## src/rtl/gddr6_cmd_arb_if.sv

```systemverilog
// Command/packet types and the bus bundle between the GDDR6 init FSM,
// the runtime command source and the arbiter.
package gddr6_cmd_arb_pkg;
  typedef enum logic [3:0] {
    NOP1  = 4'd0,
    CONF  = 4'd1,
    MRS   = 4'd2,
    REFAB = 4'd3,
    ACT   = 4'd4,
    RD    = 4'd5,
    WR    = 4'd6,
    PREAB = 4'd7
  } cmd_t;

  typedef struct packed {
    logic [3:0]  bk_addr;
    logic [15:0] row_addr;
  } pkt_t;
endpackage

interface gddr6_cmd_arb_if;
  import gddr6_cmd_arb_pkg::*;

  logic init_done;
  pkt_t init_pkt;
  cmd_t init_cmd;
  logic init_pkt_valid;
  logic intf_rdy;
  pkt_t usr_pkt;
  cmd_t usr_cmd;
  logic usr_valid;
  logic usr_rdy;
  pkt_t cmd_out_pkt;
  cmd_t cmd_out_cmd;
  logic cmd_out_valid;
  logic ref_busy;
  logic proto_err;

  modport slave (
    input  init_done, init_pkt, init_cmd, init_pkt_valid, usr_pkt, usr_cmd, usr_valid,
    output intf_rdy, usr_rdy, cmd_out_pkt, cmd_out_cmd, cmd_out_valid, ref_busy, proto_err
  );

  modport master (
    output init_done, init_pkt, init_cmd, init_pkt_valid, usr_pkt, usr_cmd, usr_valid,
    input  intf_rdy, usr_rdy, cmd_out_pkt, cmd_out_cmd, cmd_out_valid, ref_busy, proto_err
  );
endinterface

```

## src/rtl/gddr6_cmd_arb.sv

```systemverilog
// GDDR6 command-issue arbiter: paces init commands, then muxes runtime
// commands with periodic all-bank refresh toward the PHY CA encoder.
module gddr6_cmd_arb
  import gddr6_cmd_arb_pkg::*;
#(
  parameter int unsigned CMD_GAP = 2,
  parameter int unsigned T_REFI  = 1900,
  parameter int unsigned T_RFC   = 120
) (
  input logic             clk,
  input logic             rst_n,
  gddr6_cmd_arb_if.slave  bus
);

  localparam int unsigned CNT_W = 16;

  if (T_REFI <= T_RFC + CMD_GAP) begin : g_bad_refi
    $error("gddr6_cmd_arb: T_REFI must exceed T_RFC + CMD_GAP");
  end
  if (CMD_GAP < 1 || CMD_GAP > 15) begin : g_bad_gap
    $error("gddr6_cmd_arb: CMD_GAP must be in 1..15");
  end

  typedef enum logic [1:0] {INIT, RUN, REF_PEND, REF_HOLD} state_t;

  state_t           state, state_nxt;
  logic [CNT_W-1:0] gap_cnt, gap_nxt;
  logic [CNT_W-1:0] refi_cnt, refi_nxt;
  logic [CNT_W-1:0] rfc_cnt, rfc_nxt;
  logic             vld_nxt, busy_nxt, perr_nxt;
  cmd_t             cmd_nxt;
  pkt_t             pkt_nxt;
  logic             usr_rdy_int;

  assign usr_rdy_int  = (state == RUN) && (gap_cnt == '0);
  assign bus.usr_rdy  = usr_rdy_int;
  assign bus.intf_rdy = (state == INIT) && (gap_cnt == '0);

  // State, counters and the registered command stream
  always_ff @(posedge clk or negedge rst_n) begin
    if (!rst_n) begin
      state             <= INIT;
      gap_cnt           <= CNT_W'(1);
      refi_cnt          <= '0;
      rfc_cnt           <= '0;
      bus.cmd_out_valid <= 1'b0;
      bus.cmd_out_cmd   <= NOP1;
      bus.cmd_out_pkt   <= '0;
      bus.ref_busy      <= 1'b0;
      bus.proto_err     <= 1'b0;
    end else begin
      state             <= state_nxt;
      gap_cnt           <= gap_nxt;
      refi_cnt          <= refi_nxt;
      rfc_cnt           <= rfc_nxt;
      bus.cmd_out_valid <= vld_nxt;
      bus.cmd_out_cmd   <= cmd_nxt;
      bus.cmd_out_pkt   <= pkt_nxt;
      bus.ref_busy      <= busy_nxt;
      bus.proto_err     <= perr_nxt;
    end
  end

  always_comb begin
    state_nxt = state;
    gap_nxt   = (gap_cnt == '0) ? '0 : gap_cnt - CNT_W'(1);
    refi_nxt  = refi_cnt;
    rfc_nxt   = rfc_cnt;
    vld_nxt   = 1'b0;
    cmd_nxt   = NOP1;
    pkt_nxt   = '0;
    perr_nxt  = bus.proto_err;

    case (state)
      INIT: begin
        if (bus.init_pkt_valid) begin
          // CONF is a level command and bypasses gap pacing
          if (bus.init_cmd == CONF) begin
            vld_nxt = 1'b1;
            cmd_nxt = bus.init_cmd;
            pkt_nxt = bus.init_pkt;
          end else if (gap_cnt == '0) begin
            vld_nxt = 1'b1;
            cmd_nxt = bus.init_cmd;
            pkt_nxt = bus.init_pkt;
            gap_nxt = CNT_W'(CMD_GAP);
          end else begin
            perr_nxt = 1'b1;
          end
        end
        if (bus.init_done) begin
          state_nxt = RUN;
          refi_nxt  = CNT_W'(T_REFI);
        end
      end
      RUN: begin
        refi_nxt = (refi_cnt == '0) ? '0 : refi_cnt - CNT_W'(1);
        if (refi_cnt == CNT_W'(1)) state_nxt = REF_PEND;
        if (bus.usr_valid && usr_rdy_int) begin
          vld_nxt = 1'b1;
          cmd_nxt = bus.usr_cmd;
          pkt_nxt = bus.usr_pkt;
          gap_nxt = CNT_W'(CMD_GAP);
        end
      end
      REF_PEND: begin
        if (gap_cnt == '0) begin
          vld_nxt   = 1'b1;
          cmd_nxt   = REFAB;
          rfc_nxt   = CNT_W'(T_RFC);
          state_nxt = REF_HOLD;
        end
      end
      REF_HOLD: begin
        rfc_nxt = (rfc_cnt == '0) ? '0 : rfc_cnt - CNT_W'(1);
        if (rfc_cnt == CNT_W'(1)) begin
          state_nxt = RUN;
          refi_nxt  = CNT_W'(T_REFI);
          gap_nxt   = '0;
        end
      end
      default: state_nxt = INIT;
    endcase

    // Leaving init mode: any init traffic is a violation; init_done loss aborts to INIT
    if (state != INIT) begin
      if (bus.init_pkt_valid) perr_nxt = 1'b1;
      if (!bus.init_done) begin
        state_nxt = INIT;
        refi_nxt  = '0;
        rfc_nxt   = '0;
      end
    end

    busy_nxt = (state_nxt == REF_PEND) || (state_nxt == REF_HOLD);
  end

endmodule

```

## src/flat_wrapper.sv

```systemverilog
// flat-port wrapper written by rule: the top's interface ports become plain ports
module gddr6_cmd_arb_flat import gddr6_cmd_arb_pkg::*;
#(
  parameter int unsigned CMD_GAP = 2,
  parameter int unsigned T_REFI  = 1900,
  parameter int unsigned T_RFC   = 120
)
  (clk, rst_n, bus_init_done, bus_init_pkt, bus_init_cmd, bus_init_pkt_valid, bus_usr_pkt, bus_usr_cmd, bus_usr_valid, bus_intf_rdy, bus_usr_rdy, bus_cmd_out_pkt, bus_cmd_out_cmd, bus_cmd_out_valid, bus_ref_busy, bus_proto_err);
  gddr6_cmd_arb_if bus_i ();
  input logic clk;
  input logic rst_n;
  input wire logic [$bits(bus_i.init_done)-1:0] bus_init_done;
  input wire logic [$bits(bus_i.init_pkt)-1:0] bus_init_pkt;
  input wire logic [$bits(bus_i.init_cmd)-1:0] bus_init_cmd;
  input wire logic [$bits(bus_i.init_pkt_valid)-1:0] bus_init_pkt_valid;
  input wire logic [$bits(bus_i.usr_pkt)-1:0] bus_usr_pkt;
  input wire logic [$bits(bus_i.usr_cmd)-1:0] bus_usr_cmd;
  input wire logic [$bits(bus_i.usr_valid)-1:0] bus_usr_valid;
  output wire logic [$bits(bus_i.intf_rdy)-1:0] bus_intf_rdy;
  output wire logic [$bits(bus_i.usr_rdy)-1:0] bus_usr_rdy;
  output wire logic [$bits(bus_i.cmd_out_pkt)-1:0] bus_cmd_out_pkt;
  output wire logic [$bits(bus_i.cmd_out_cmd)-1:0] bus_cmd_out_cmd;
  output wire logic [$bits(bus_i.cmd_out_valid)-1:0] bus_cmd_out_valid;
  output wire logic [$bits(bus_i.ref_busy)-1:0] bus_ref_busy;
  output wire logic [$bits(bus_i.proto_err)-1:0] bus_proto_err;
  assign bus_i.init_done = bus_init_done;
  assign bus_i.init_pkt = bus_init_pkt;
  assign bus_i.init_cmd = bus_init_cmd;
  assign bus_i.init_pkt_valid = bus_init_pkt_valid;
  assign bus_i.usr_pkt = bus_usr_pkt;
  assign bus_i.usr_cmd = bus_usr_cmd;
  assign bus_i.usr_valid = bus_usr_valid;
  assign bus_intf_rdy = bus_i.intf_rdy;
  assign bus_usr_rdy = bus_i.usr_rdy;
  assign bus_cmd_out_pkt = bus_i.cmd_out_pkt;
  assign bus_cmd_out_cmd = bus_i.cmd_out_cmd;
  assign bus_cmd_out_valid = bus_i.cmd_out_valid;
  assign bus_ref_busy = bus_i.ref_busy;
  assign bus_proto_err = bus_i.proto_err;
  gddr6_cmd_arb #(.CMD_GAP(CMD_GAP), .T_REFI(T_REFI), .T_RFC(T_RFC)) u_core (.clk(clk), .rst_n(rst_n), .bus(bus_i));
endmodule
```

## config.mk

```make
export PLATFORM = sky130hd
export DESIGN_NAME = gddr6_cmd_arb_flat
export DESIGN_NICKNAME = d
export VERILOG_FILES = /design/src/rtl/gddr6_cmd_arb_if.sv /design/src/rtl/gddr6_cmd_arb.sv /design/src/flat_wrapper.sv
export SDC_FILE = /design/constraint.sdc
export NUM_CORES = 1
export LEC_CHECK = 0
export CORE_ASPECT_RATIO = 0.8
export CORE_MARGIN = 5
export CORE_UTILIZATION = 33
export CTS_CLUSTER_DIAMETER = 50
export CTS_CLUSTER_SIZE = 12
export DETAILED_ROUTE_END_ITERATION = 7
export GPL_ROUTABILITY_DRIVEN = 0
export GPL_TIMING_DRIVEN = 0
export SYNTH_ARGS = -nofsm -noshare
export SYNTH_HDL_FRONTEND = slang
export SYNTH_SLANG_ARGS = --single-unit
```

## constraint.sdc

```tcl
create_clock -name clk -period 2.2 [get_ports clk]
set_input_delay 0.44 -clock clk [delete_from_list [all_inputs] [get_ports clk]]
set_output_delay 0.44 -clock clk [all_outputs]
set_load 0.01 [all_outputs]
```

==> results.txt <==
The run finished, with violations left. The final reports fail on setup timing. Entering global routing, the biggest net connects 50 pins. The aggregate negative setup slack is -2360 ps. The register-to-register path setup slack came out at -210 ps.

The count of final hold-check violations came out at 0. The synthesized design contains 0 enable-type register cells. The sort of element at the end of the critical path is a primary output.

The worst clock skew on the final layout came out at 7.27 ps. The initialized floorplan defines 36 standard-cell rows. For the worst setup path, the data arrival time is 1970 ps.

The layout-stage area growth over the synthesis result is 40.1%. The overall track demand over capacity in global routing came out at 16.2%. STA classifies the critical path startpoint as a flip-flop. The cell area that synthesis handed to floorplanning was 0.00417 mm2. After synthesis, the cell types taking the most area are sky130_fd_sc_hd__dfrtp_1 (46%), sky130_fd_sc_hd__a22o_1 (4.6%), sky130_fd_sc_hd__nand2_1 (3.9%).

The count of input and output buffers came out at 81. The CTS clock-pin slew for the worst setup and hold paths is 60 ps. The flip-flop and latch count after synthesis is 77. The static leakage power came out at 2.45 nW. Of all flip-flops after synthesis, the portion carrying an async set or reset was 100%. The die outline area came out at 0.0150 mm2. The total CTS buffers is 9. The level count of the clock H-tree is 3.

In this run the remaining antenna-violating nets after routing total 0. CTS placed an instance of sky130_fd_sc_hd__clkbuf_16 at the clock tree root. Setup repair after global routing could not meet its margin everywhere. The part of the Yosys area used for sequential elements came out at 46.2%.

The number of antenna violations at the first check in global routing was 0. In this run the critical register-to-register path is launched from u_core.gap_cnt[10]$_DFF_PN0_. The most critical setup path has its startpoint at u_core.gap_cnt[10]$_DFF_PN0_. For this run, design rule violations remaining after detail routing come to 0.

The max-slew violation count came out at 0. The first global-routing pass estimated 19,700 um of wire. The cell count after synthesis came out at 432.

The clock tree buffer depth came out at 2. Sequential cells burn 43.0% of the power. The number of antenna diodes came out at 0. Measured along the y axis, the die boundary spans 111 um. The worst ir drop on vdd is 0.372 mV. Internal power comes to 3.00 mW. The core region is 0.0123 mm2. 82 I/O pins were placed. sky130_fd_sc_hd__dfrtp_1 takes more of the synthesized area than any other cell. The proportion of netlist area held by the largest area contributor came out at 45.6%. The count of yosys warnings during synthesis came out at 0.

The length of the first detailed-routing pass in iterations came out at 5. The endpoint identified for the worst register-to-register timing path is u_core.bus.cmd_out_cmd[3]$_DFF_PN0_. The insertion delay of the later-clocked pin in the worst-skew pair is 340 ps. The overall via count from detail_route is 3,875.

The largest driver fanout on the critical path came out at 4. The count of placed standard cells including taps is 685. The required time at the worst-slack endpoint came out at 1760 ps.

The first-iteration detailed-routing DRC count came out at 236. The max-slew headroom at the worst pin came out at 47.2%. The switching power share of the total came out at 32.6%. Dividing the detail-routed wire length by the instance count gives 16.8 um. The slew at the pin closest to its max-slew limit is 791 ps. The capture point of the worst path is bus_intf_rdy. After layout, the worst path uses 110% of the clock period.

The overflow left after global routing is 0. The final-stage net count is 605. The worst setup path is of the reg2out kind. In this run the worst hold path is classified as in2async. The analysis attributes to net switching a power of 1.45 mW. The proportion of layout cells with a drive suffix above 1 is 18.5%. Synthesis produced a netlist with a net count of 492.

The commonest register cell after synthesis is sky130_fd_sc_hd__dfrtp_1. The width of the die is 136 um. The via count of the first global-routing pass came out at 3,725. The worst hold slack is 29.0 ps. TritonCTS built the clock tree. The final layout contains routed wiring with a total length of 12,100 um. The via-per-instance ratio is 5.37. Setup violations remaining at the end of the flow were counted as 16. The placed wire-length estimate is 8610 um. The ratio of total power to cell area is 760 mW/mm2. The per-instance average area after synthesis is 9.66 um2. After layout, the minimum clock period comes to 2410 ps. The top achievable clock speed is 0.414 GHz. In this run, the clock network consumes 31.7% of the power. The least setup slack across all paths after layout came out at -215 ps. The fraction of power consumed by combinational cells came out at 25.3%.

For this configuration, the core starts out at a cell density of 33.9%. The unique cell type count in the Yosys netlist is 67. The number of sinks driven by the clock tree came out at 77. Max-cap violations in this run came to 0. The total design power is 4.44 mW. The number of cells on the worst reg-to-reg path is 9. The count of placed standard cells in the final layout, fillers left out came out at 721.
per-stage QoR:
stage / setup slack, ps / area [um2] / util (%)
after detailed placement: -550 / 5220 / 42.5
after CTS: -273 / 5650 / 46.0
after global placement: -2170 / 5200 / 42.3
final: -215 / 5850 / 47.5
after floorplan: 111 / 4170 / -
after global routing: -295 / 5850 / 47.5
registers in the layout (all words and copies together), names as in the netlist, named ones only:
| signal | count |
|---|---|
| u_core.bus.ref_busy | 1 |
| u_core.rfc_cnt | 16 |
| u_core.refi_cnt | 16 |
| u_core.bus.cmd_out_cmd | 4 |
| u_core.state | 2 |
| u_core.gap_cnt | 16 |
| u_core.bus.cmd_out_pkt | 20 |
| u_core.bus.cmd_out_valid | 1 |
layout by cell type, fill, tap and decap left out, drive strengths merged, types with 3 or more instances in the layout:
cell type	instances
or4	9
clkbuf	21
xnor2	9
nand2b	3
nor4	16
a21oi	17
clkinvlp	4
inv	15
nand2	43
nand3	11
o31ai	6
o211ai	3
buf	35
a31oi	19
or4b	4
a22o	22
clkdlybuf4s50	78
or3	7
nor3	25
nand4	10
ha	7
dfrtp	76
o21ai	18
a22oi	3
nor3b	5
nor2	43
xor2	4
a32o	3
cell usage after synthesis, drive strengths merged (2+ instances only):
cell,count
nand2b,3
o21ai,18
inv,15
xor2,4
a22o,22
nor2,43
o22ai,2
nand4,10
or3b,2
nand2,43
xnor2,9
or4,9
o41ai,2
a21oi,17
nand3,11
or3,7
a32o,3
o211ai,3
nor3,25
a311oi,2
o31ai,6
nor4,16
o32ai,2
a31oi,19
and4,2
or4b,4
ha,7
dfrtp,76
buf,12
a22oi,3
nor3b,5
clkbuf,9
worst max-delay path, cell delays in order, from the launching register on:
cell	delay (ps)
sky130_fd_sc_hd__dfrtp_1	390
sky130_fd_sc_hd__or4_4	560
sky130_fd_sc_hd__nor3_4	220
sky130_fd_sc_hd__nand4_4	170
sky130_fd_sc_hd__nor3_2	140
sky130_fd_sc_hd__buf_2	170
cell type report:
type	count	area, um2
Inverter	15	56.3
Clock inverter	5	35.0
Timing Repair Buffer	103	1020
Tap cell	171	214
Clock buffer	11	253
Sequential cell	77	1930
Fill cell	1146	6450
Buffer	20	150
Multi-Input combinational cell	319	2190
per-layer routing:
| metal | track usage [%] | share of wire [%] | up-vias |
|---|---|---|---|
| met2 | 24.5 | 46 | 106 |
| li1 | - | - | 1858 |
| met4 | 5.17 | 1.4 | 0 |
| met5 | 0 | 0 | - |
| met1 | 22.8 | 48 | 1897 |
| met3 | 4.00 | 5.5 | 14 |
worst min path at each step:
stage          startpoint                            to  slack, ps  cells after the start
3_5_place_dp        rst_n  u_core.gap_cnt[10]$_DFF_PN0_        400                      1
6_report            rst_n   u_core.gap_cnt[6]$_DFF_PN0_         30                      1
2_1_floorplan       rst_n    asynchronous set/reset pin        140                      0
3_3_place_gp    flip-flop                     flip-flop        440                      1
5_1_grt             rst_n   u_core.gap_cnt[6]$_DFF_PN0_         50                      1
4_1_cts             rst_n   u_core.gap_cnt[6]$_DFF_PN0_         30                      1
power by group through the flow:
stage,logic [mW],registers [mW],clock network [mW]
6_report,1.12,1.91,1.41
5_1_grt,1.25,1.94,1.52
4_1_cts,1.04,1.90,1.46
3_5_place_dp,0.937,1.91,0
3_3_place_gp,0.907,1.90,0
2_1_floorplan,0.658,1.85,0
what timing repair did:
item / in CTS / in global routing
setup buffers: 11 / 10
resized for setup: 21 / 28
pin swaps: 8 / 10
setup endpoints to repair: 67 / 66
cloned: 0 / 1
hold buffers: 0 / 0
cells by family after synthesis:
| logic type | Yosys count | synth area share (%) |
|---|---|---|
| compound gates | 112 | 19.0 |
| mux | 2 | 0.510 |
| simple gates | 185 | 24.7 |
| flops | 77 | 46.2 |
| buf+inv | 36 | 4.77 |
| fa+ha+maj | 7 | 2.10 |
| xor+xnor | 13 | 2.73 |
Note: power is estimated with default switching activity, not from simulation.
